<file path="config.mk">
export PLATFORM = sky130hd
export DESIGN_NAME = lsu
export DESIGN_NICKNAME = d
export VERILOG_FILES = /design/src/rtl/cpu_defs.sv /design/src/rtl/lsu_align.sv /design/src/rtl/lsu.sv
export SDC_FILE = /design/constraint.sdc
export NUM_CORES = 1
export LEC_CHECK = 0
export CORE_MARGIN = 8
export CORE_UTILIZATION = 35
export DETAILED_ROUTE_END_ITERATION = 12
export HOLD_SLACK_MARGIN = 0.05
export PLACE_DENSITY = 0.8
export SETUP_SLACK_MARGIN = 0.4
export SLEW_MARGIN = 30
export SYNTH_ARGS = -nofsm -noshare
export SYNTH_HDL_FRONTEND = slang
export SYNTH_SLANG_ARGS = --single-unit
</file>
<file path="constraint.sdc">
create_clock -name clk -period 3.6 [get_ports clk]
set_input_delay 0.9 -clock clk [delete_from_list [all_inputs] [get_ports clk]]
set_output_delay 0.9 -clock clk [all_outputs]
set_load 0.005 [all_outputs]
</file>
<file path="src/rtl/cpu_defs.sv">
// Shared CPU definitions: access width codes, fault causes, LSU state encoding, opcodes.
package cpu_defs;

    localparam logic [1:0] WIDTH_BYTE  = 2'b00;
    localparam logic [1:0] WIDTH_SHORT = 2'b01;
    localparam logic [1:0] WIDTH_WORD  = 2'b10;

    localparam logic [1:0] CAUSE_NONE     = 2'b00;
    localparam logic [1:0] CAUSE_MISALIGN = 2'b01;
    localparam logic [1:0] CAUSE_BUS_ERR  = 2'b10;
    localparam logic [1:0] CAUSE_TIMEOUT  = 2'b11;

    localparam logic [1:0] ST_IDLE = 2'd0;
    localparam logic [1:0] ST_REQ  = 2'd1;
    localparam logic [1:0] ST_WAIT = 2'd2;
    localparam logic [1:0] ST_DONE = 2'd3;

    localparam logic [3:0] OP_LOAD = 4'd1;
    localparam logic [3:0] OP_STR  = 4'd7;

endpackage

</file>
<file path="src/rtl/lsu_align.sv">
// Byte-lane steering for the LSU: select generation, store replication,
// load extraction/extension and misalignment detection (purely combinational).
module lsu_align
    import cpu_defs::*;
(
    input  logic [1:0]  width,
    input  logic [1:0]  addr_lo,
    input  logic        sign_ext,
    input  logic [31:0] wdata,
    input  logic [31:0] rdata,
    output logic [3:0]  sel,
    output logic [31:0] wdata_lanes,
    output logic [31:0] rdata_ext,
    output logic        misaligned
);

    logic [7:0]  byte_lane;
    logic [15:0] half_lane;

    assign byte_lane = rdata[{addr_lo, 3'b000} +: 8];
    assign half_lane = addr_lo[1] ? rdata[31:16] : rdata[15:0];

    always_comb begin
        sel         = '0;
        wdata_lanes = '0;
        rdata_ext   = '0;
        misaligned  = 1'b0;
        case (width)
            WIDTH_BYTE: begin
                sel         = 4'b0001 << addr_lo;
                wdata_lanes = {4{wdata[7:0]}};
                rdata_ext   = {{24{sign_ext & byte_lane[7]}}, byte_lane};
            end
            WIDTH_SHORT: begin
                sel         = addr_lo[1] ? 4'b1100 : 4'b0011;
                wdata_lanes = {2{wdata[15:0]}};
                rdata_ext   = {{16{sign_ext & half_lane[15]}}, half_lane};
                misaligned  = addr_lo[0];
            end
            WIDTH_WORD: begin
                sel         = 4'b1111;
                wdata_lanes = wdata;
                rdata_ext   = rdata;
                misaligned  = |addr_lo;
            end
            default: misaligned = 1'b1;
        endcase
    end

endmodule

</file>
<file path="src/rtl/lsu.sv">
// Load/store unit: single pipelined Wishbone access per request with lane steering.
// Optional watchdog timeout enabled by defining LSU_TIMEOUT_EN.
module lsu
    import cpu_defs::*;
#(
    parameter int unsigned ADDR_W  = 32,
    parameter int unsigned TIMEOUT = 255
) (
    input  logic              clk,
    input  logic              reset,
    input  logic              i_start,
    input  logic              i_we,
    input  logic [1:0]        i_width,
    input  logic              i_signed,
    input  logic [ADDR_W-1:0] i_addr,
    input  logic [31:0]       i_wdata,
    input  logic [3:0]        i_dst_reg,
    output logic              o_busy,
    output logic              o_done,
    output logic [31:0]       o_rdata,
    output logic [3:0]        o_dst_reg,
    output logic              o_reg_we,
    output logic              o_fault,
    output logic [1:0]        o_fault_cause,
    output logic [ADDR_W-1:0] o_wb_addr,
    output logic [31:0]       o_wb_data,
    output logic [3:0]        o_wb_sel,
    output logic              o_wb_we,
    output logic              o_wb_cyc,
    output logic              o_wb_stb,
    input  logic [31:0]       i_wb_data,
    input  logic              i_wb_ack,
    input  logic              i_wb_stall,
    input  logic              i_wb_err
);

    logic [1:0]        state_q;
    logic              we_q, signed_q;
    logic [1:0]        width_q, addr_lo_q, cause_q;
    logic [ADDR_W-1:2] addr_hi_q;
    logic [31:0]       wb_data_q, rdata_q;
    logic [3:0]        sel_q, dst_q;

    logic        idle, in_bus, complete, timeout_hit;
    logic [1:0]  al_width, al_addr_lo;
    logic [3:0]  al_sel;
    logic [31:0] al_wdata, al_rdata;
    logic        al_misaligned;

    assign idle   = (state_q == ST_IDLE);
    assign in_bus = (state_q == ST_REQ) || (state_q == ST_WAIT);

    // Align sees the live request while idle (steering/misalign) and the latched one afterwards (extraction)
    assign al_width   = idle ? i_width : width_q;
    assign al_addr_lo = idle ? i_addr[1:0] : addr_lo_q;

    lsu_align u_align (
        .width       (al_width),
        .addr_lo     (al_addr_lo),
        .sign_ext    (signed_q),
        .wdata       (i_wdata),
        .rdata       (i_wb_data),
        .sel         (al_sel),
        .wdata_lanes (al_wdata),
        .rdata_ext   (al_rdata),
        .misaligned  (al_misaligned)
    );

    assign complete = ((state_q == ST_WAIT) || ((state_q == ST_REQ) && !i_wb_stall))
                      && (i_wb_ack || i_wb_err);

`ifdef LSU_TIMEOUT_EN
    logic [7:0] cnt_q;

    assign timeout_hit = in_bus && !complete && (cnt_q == 8'(TIMEOUT - 1));

    always_ff @(posedge clk or negedge reset) begin
        if (!reset)       cnt_q <= '0;
        else if (!in_bus) cnt_q <= '0;
        else              cnt_q <= cnt_q + 8'd1;
    end
`else
    logic unused_timeout;

    assign timeout_hit    = 1'b0;
    assign unused_timeout = (TIMEOUT != 0);
`endif

    always_ff @(posedge clk or negedge reset) begin
        if (!reset) begin
            state_q   <= ST_IDLE;
            we_q      <= 1'b0;
            signed_q  <= 1'b0;
            width_q   <= '0;
            addr_lo_q <= '0;
            addr_hi_q <= '0;
            wb_data_q <= '0;
            sel_q     <= '0;
            dst_q     <= '0;
            cause_q   <= CAUSE_NONE;
            rdata_q   <= '0;
        end else begin
            case (state_q)
                ST_IDLE: if (i_start) begin
                    we_q      <= i_we;
                    signed_q  <= i_signed;
                    width_q   <= i_width;
                    addr_lo_q <= i_addr[1:0];
                    addr_hi_q <= i_addr[ADDR_W-1:2];
                    wb_data_q <= al_wdata;
                    sel_q     <= al_sel;
                    dst_q     <= i_dst_reg;
                    rdata_q   <= '0;
                    cause_q   <= al_misaligned ? CAUSE_MISALIGN : CAUSE_NONE;
                    state_q   <= al_misaligned ? ST_DONE : ST_REQ;
                end
                ST_REQ, ST_WAIT: begin
                    if (complete) begin
                        state_q <= ST_DONE;
                        if (i_wb_err) cause_q <= CAUSE_BUS_ERR;
                        else if (!we_q) rdata_q <= al_rdata;
                    end else if (timeout_hit) begin
                        state_q <= ST_DONE;
                        cause_q <= CAUSE_TIMEOUT;
                    end else if ((state_q == ST_REQ) && !i_wb_stall) begin
                        state_q <= ST_WAIT;
                    end
                end
                default: state_q <= ST_IDLE;
            endcase
        end
    end

    assign o_busy        = !idle;
    assign o_done        = (state_q == ST_DONE);
    assign o_rdata       = rdata_q;
    assign o_dst_reg     = dst_q;
    assign o_fault       = o_done && (cause_q != CAUSE_NONE);
    assign o_fault_cause = o_done ? cause_q : CAUSE_NONE;
    assign o_reg_we      = o_done && !we_q && (cause_q == CAUSE_NONE);
    assign o_wb_addr     = {addr_hi_q, 2'b00};
    assign o_wb_data     = wb_data_q;
    assign o_wb_sel      = sel_q;
    assign o_wb_cyc      = in_bus;
    assign o_wb_stb      = (state_q == ST_REQ);
    assign o_wb_we       = in_bus && we_q;

endmodule

</file>
Yosys cells after proc, flatten, opt, wreduce, memory -nomap -nowiden
Index checks and enable logic that the tools add are counted.
{"block": "totals", "ramBits": 0, "latchBits": 0, "word_cells": 73, "ff_bits": 112, "n_memories": 0, "romBits": 0, "output_inout_bits": 113}
{"block": "classes", "bitwise_logic": 2, "shift": 2, "muxes": 24, "order_cmp": 0, "n_eq_ne": 11, "div": 0, "mul": 0, "n_addsub": 0, "n_reduce_logical": 23}
{"op": "$pmux W32 S3", "n": 2}
{"op": "$mux W32", "n": 4}
{"op": "$pmux W32 S2", "n": 1}
{"op": "$shiftx A32 B6 Y8", "n": 1}
{"op": "$mux W2", "n": 10}
{"op": "$mux W16", "n": 1}
{"op": "$pmux W4 S3", "n": 1}
{"op": "$ne A2 B2 Y1 const B", "n": 5}
{"op": "$pmux W2 S2", "n": 2}
{"op": "$eq A2 B2 Y1 const B", "n": 3}
{"op": "$logic_and A1 B1 Y1", "n": 6}
{"op": "$logic_not A2 Y1", "n": 3}
{"op": "$reduce_and A5 Y1", "n": 1}
{"op": "$eq A2 B1 Y1 const B", "n": 2}
{"op": "$mux W4", "n": 1}
{"op": "$reduce_and A2 Y1", "n": 2}
{"op": "$reduce_and A4 Y1", "n": 1}
{"op": "$reduce_bool A2 Y1", "n": 2}
{"op": "$reduce_or A2 Y1", "n": 2}
{"op": "$shl A1 B2 Y4 const A", "n": 1}
{"op": "$logic_not A1 Y1", "n": 3}
{"op": "$logic_or A1 B1 Y1", "n": 3}
{"op": "$ne A3 B3 Y1 const B", "n": 1}
{"op": "$pmux W1 S3", "n": 1}
{"op": "other kinds (2)", "n": 3}

Logic depth before layout (Yosys ltp)
{"block": "depth", "word_depth": 9, "depth_mapped": 11, "mapped_depth_nobuf": 7}

Cells and area by module
Synthesis repeated with hierarchy kept, for this count alone.
{"block": "unflattened", "cells_unflattened": 468, "area_unflattened_um2": 5704.2}
{"module": "lsu", "cells_per_inst": 282, "area_per_inst_um2": 4558.1, "n_inst": 1}
{"module": "lsu_align", "cells_per_inst": 186, "area_per_inst_um2": 1146.1, "n_inst": 1}

Worst setup path before layout
Ideal clock, no wire load.
{"block": "synth_path", "path_type": "in2reg", "start": "input i_addr[1]", "end": "register rdata_q[21], in the netlist o_rdata[21]", "setup_time_ns": 0.126, "setup_slack_ns": 1.005, "stages": 7, "arrival_time_ns": 2.469, "n_path_buf": 3, "t_required_ns": 3.474, "path_cell_list": "clkbuf_1 > o32a_4 > o2111a_1 > buf_6 > o211a_4 > buf_6 > a221o_1"}
{"block": "synth_via", "elab_chain_len": 8, "elab_cells_between_ends": 10}
{"element": "start: declaration", "line_no": "lsu.sv:15", "text": "input logic [ADDR_W-1:0] i_addr,"}
{"element": "$mux W2 *", "line_no": "lsu.sv:55", "text": "assign al_addr_lo = idle ? i_addr[1:0] : addr_lo_q;"}
{"element": "$shiftx A32 B6 Y8 / $mux W16 (equally long branches)", "line_no": "lsu_align.sv:20, lsu_align.sv:21"}
{"element": "$and A1 B1 Y1, on equally long branches", "line_no": "lsu_align.sv:32, lsu_align.sv:37"}
{"element": "$pmux W32 S3 *", "line_no": "lsu_align.sv:28", "text": "case (width)"}
{"element": "$mux W32 *", "line_no": "lsu.sv:121", "text": "else if (!we_q) rdata_q <= al_rdata;"}
{"element": "$mux W32 *", "line_no": "lsu.sv:120", "text": "if (i_wb_err) cause_q <= CAUSE_BUS_ERR;"}
{"element": "$mux W32 *", "line_no": "lsu.sv:118", "text": "if (complete) begin"}
{"element": "$pmux W32 S2 *", "line_no": "lsu.sv:103", "text": "case (state_q)"}
{"element": "end signal: assignment", "line_no": "lsu.sv:121"}
{"element": "end: declaration", "line_no": "lsu.sv:41", "text": "logic [31:0] wb_data_q, rdata_q;"}
Mark *: on every way between the ends. The rest lies on a longest branch, timed or not. The select of a mux whose other input is x is not followed.
A chain may end at the register's enable or synchronous reset.

Worst setup path in the final report
{"block": "layout_path", "start": "register state_q[0]", "end": "output o_busy"}
{"block": "layout_via", "elab_chain_len": 2}
{"element": "start: declaration", "line_no": "lsu.sv:37", "text": "logic [1:0] state_q;"}
{"element": "start signal: assignment", "line_no": "lsu.sv:115", "text": "state_q <= al_misaligned ? ST_DONE : ST_REQ;"}
{"element": "$logic_not A2 Y1", "line_no": "lsu.sv:50", "text": "assign idle = (state_q == ST_IDLE);"}
{"element": "$logic_not A1 Y1", "line_no": "lsu.sv:134", "text": "assign o_busy = !idle;"}
{"element": "end: declaration", "line_no": "lsu.sv:18", "text": "output logic o_busy,"}
Every way passes these cells.

==> flow_summary.json <==
{
  "synth_ff_type": "dfrtp_1",
  "drv_cap": 0,
  "antenna_cells": 0,
  "clock-sinks": 112,
  "p_leak_nw": 3.48,
  "criticalPathCategory": "register to output pin",
  "cp_num_buf_inv": 3,
  "yosysMostFrequentCell": "nand2_1",
  "gp_congestion": 0.880,
  "slew_headroom": 0.461,
  "stdcell_count": 964,
  "antenna_left": 0,
  "cts-root-buf": "clkbuf_16",
  "grt_start_max_net_pins": 71,
  "status": "finished, final reports clean",
  "num-nets-final": 887,
  "synth_cells": 575,
  "netlist.area_leader.share": 0.520,
  "synth_commonest_cells": "nand2_1 (163), dfrtp_1 (112), nor2_1 (55)",
  "multiInputGateArea_um2": 2390,
  "fill_cells": 1357,
  "finalPower_mw": 7.00,
  "dp_hpwl_um": 13700,
  "die_w_um": 140,
  "synthDistinctLibCells": 55,
  "vdd_drop_max_uv": 355,
  "path_clk_slew_ps": 70,
  "area_delta_synth_final_pct": 50.0,
  "tns_ps": 0,
  "finClkSkew_ps": 9.15,
  "grtUsageTotal": 0.184,
  "min_period_ps": 3000,
  "grt_pass1_vias": 5179,
  "cp.arrival_ps": 2100,
  "fin_area_um2": 8090,
  "antenna_found_initial": 0,
  "report.final.setup_viol": 0,
  "required_ps": 2700,
  "start_kind": "register",
  "port-buffer-count": 220,
  "async_flop_share": 1.00,
  "first_pass_iters": 9,
  "cts_hold_buf": 0,
  "gr-total-overflow": 0,
  "fin_util": 0.534,
  "numCtsBuffers": 9,
  "drive_above_1_share": 0.0644,
  "rsz0062_at_grt": "no",
  "ios": 223,
  "dp_cells": 950,
  "cts_tree": "done",
  "drv_slew": 0,
  "die_y_um": 140,
  "routed_wirelength_um": 18500,
  "rows": 45,
  "hold_viol": 0,
  "viasPerCell": 5.38,
  "grt_pass1_wl_um": 28800,
  "crit_fanout": 22,
  "dieArea_um2": 19600,
  "end_kind": "output pin",
  "slowest_stage": "clkdlybuf4s50_1",
  "fmaxAchievable_mhz": 334,
  "synth_edf_count": 0,
  "min_path_type": "register to register",
  "yosys_warnings": 0,
  "placed_area_um2": 7750,
  "yosys-top-cells-area": "dfrtp_1 (52%), nand2_1 (11%), a221oi_1 (4.1%), nor2_1 (3.8%), a221o_1 (3.0%)",
  "tightest_slew_ps": 809,
  "clock_latency_ps": 360,
  "synth_area_leader_cell": "dfrtp_1",
  "fin_crit_sh": 0.833,
  "syn_avg_cell_area_um2": 9.37,
  "initial_utilization": 0.356,
  "post_cts.repair.setup_buffers": 0,
  "powerDensity_nw_per_um2": 866,
  "drt_first_iter_violations": 561,
  "synth_seq_area_share": 0.520,
  "critical_path.top_delay_family": "buffers and inverters",
  "crit_path_cell_trace": "inv_1 -> ha_2 -> inv_1 -> clkdlybuf4s50_1",
  "synth-seq-cells": 112,
  "cp_slowest_stage_delay_ps": 550,
  "cts_htree_levels": 3,
  "vias": 5183,
  "clock_path_buffers": 2,
  "syn-cell-area_um2": 5390,
  "seqCellArea_um2": 2800,
  "routedWlPerCell_um": 19.2,
  "coreArea_um2": 15100,
  "cpMostUsedCell": "inv_1",
  "route.detailed.drc": 0
}
-- worst paths after layout --
path,start,end,slack (ps),depth (start not counted)
setup / recovery,state_q[0],o_busy,600,4
hold / removal,addr_hi_q[22],addr_hi_q[22],470,2
setup reg to reg,state_q[0],o_rdata[16],740,7
hold reg to reg,addr_hi_q[22],addr_hi_q[22],470,2
max in group asynchronous,reset,addr_hi_q[11],2280,2
min in group asynchronous,reset,o_rdata[27],540,1
-- worst reg2reg max path, stage by stage (launching register included) --
cell and delay [ps]:
dfrtp_1 420, inv_1 100, ha_2 450, inv_1 240, o32a_4 470, o2111a_1 400, o211a_4 390, a221o_1 280
-- metrics by stage --
step	hold slack, ps	worst slack (ps)
detailed placement	461	437
global placement	457	240
CTS	479	606
finish	471	603
floorplan	470	1000
global route	506	511
-- timing repair --
item                       in CTS  in global routing
setup endpoints to repair       1                  0
hold endpoints to repair        0                  0
resized for setup               1                  0
-- metal layers --
| metal | share of wire | global-route usage |
|---|---|---|
| met5 | 0 | 0 |
| met4 | 0.029 | 0.0726 |
| met3 | 0.081 | 0.0466 |
| met2 | 0.49 | 0.303 |
| met1 | 0.40 | 0.228 |
-- area by class of cell --
| class | count | area share |
|---|---|---|
| Clock buffer | 9 | 0.0279 |
| Clock inverter | 5 | 0.0132 |
| Inverter | 6 | 0.00279 |
| Multi-Input combinational cell | 414 | 0.296 |
| Sequential cell | 112 | 0.347 |
| Tap cell | 188 | 0.0291 |
| Timing Repair Buffer | 230 | 0.284 |
-- cell usage in the layout, fill, tap and decap left out, types with 7 or more instances in the layout --
master	netlist	layout
a221oi_1	25	25
clkdlybuf4s50_1	0	219
nor2_1	55	54
o21ai_0	21	21
dfrtp_1	112	112
clkbuf_16	0	9
nand2_1	163	162
mux2_2	9	9
buf_4	3	9
a221o_1	16	16
a222oi_1	9	9
a22oi_1	7	7
a21oi_1	24	22
mux2i_1	7	7
-- where the power goes --
part	internal [mW]	switching, mW
logic	1.87	1.80
clock network	0.676	0.462
registers	1.83	0.365
total	4.38	2.62
-- cell families (layout without fill, tap and decap cells) --
| logic type | after synthesis | after routing | share of synthesized area |
|---|---|---|---|
| buf+inv | 50 | 250 | 0.0434 |
| compound gates | 140 | 140 | 0.202 |
| flops | 112 | 112 | 0.520 |
| fa+ha+maj | 4 | 4 | 0.00929 |
| other cells | 1 | 2 | 0.000696 |
| mux | 16 | 16 | 0.0318 |
| simple gates | 252 | 252 | 0.192 |
No activity file was read; power rests on OpenSTA's default activity.
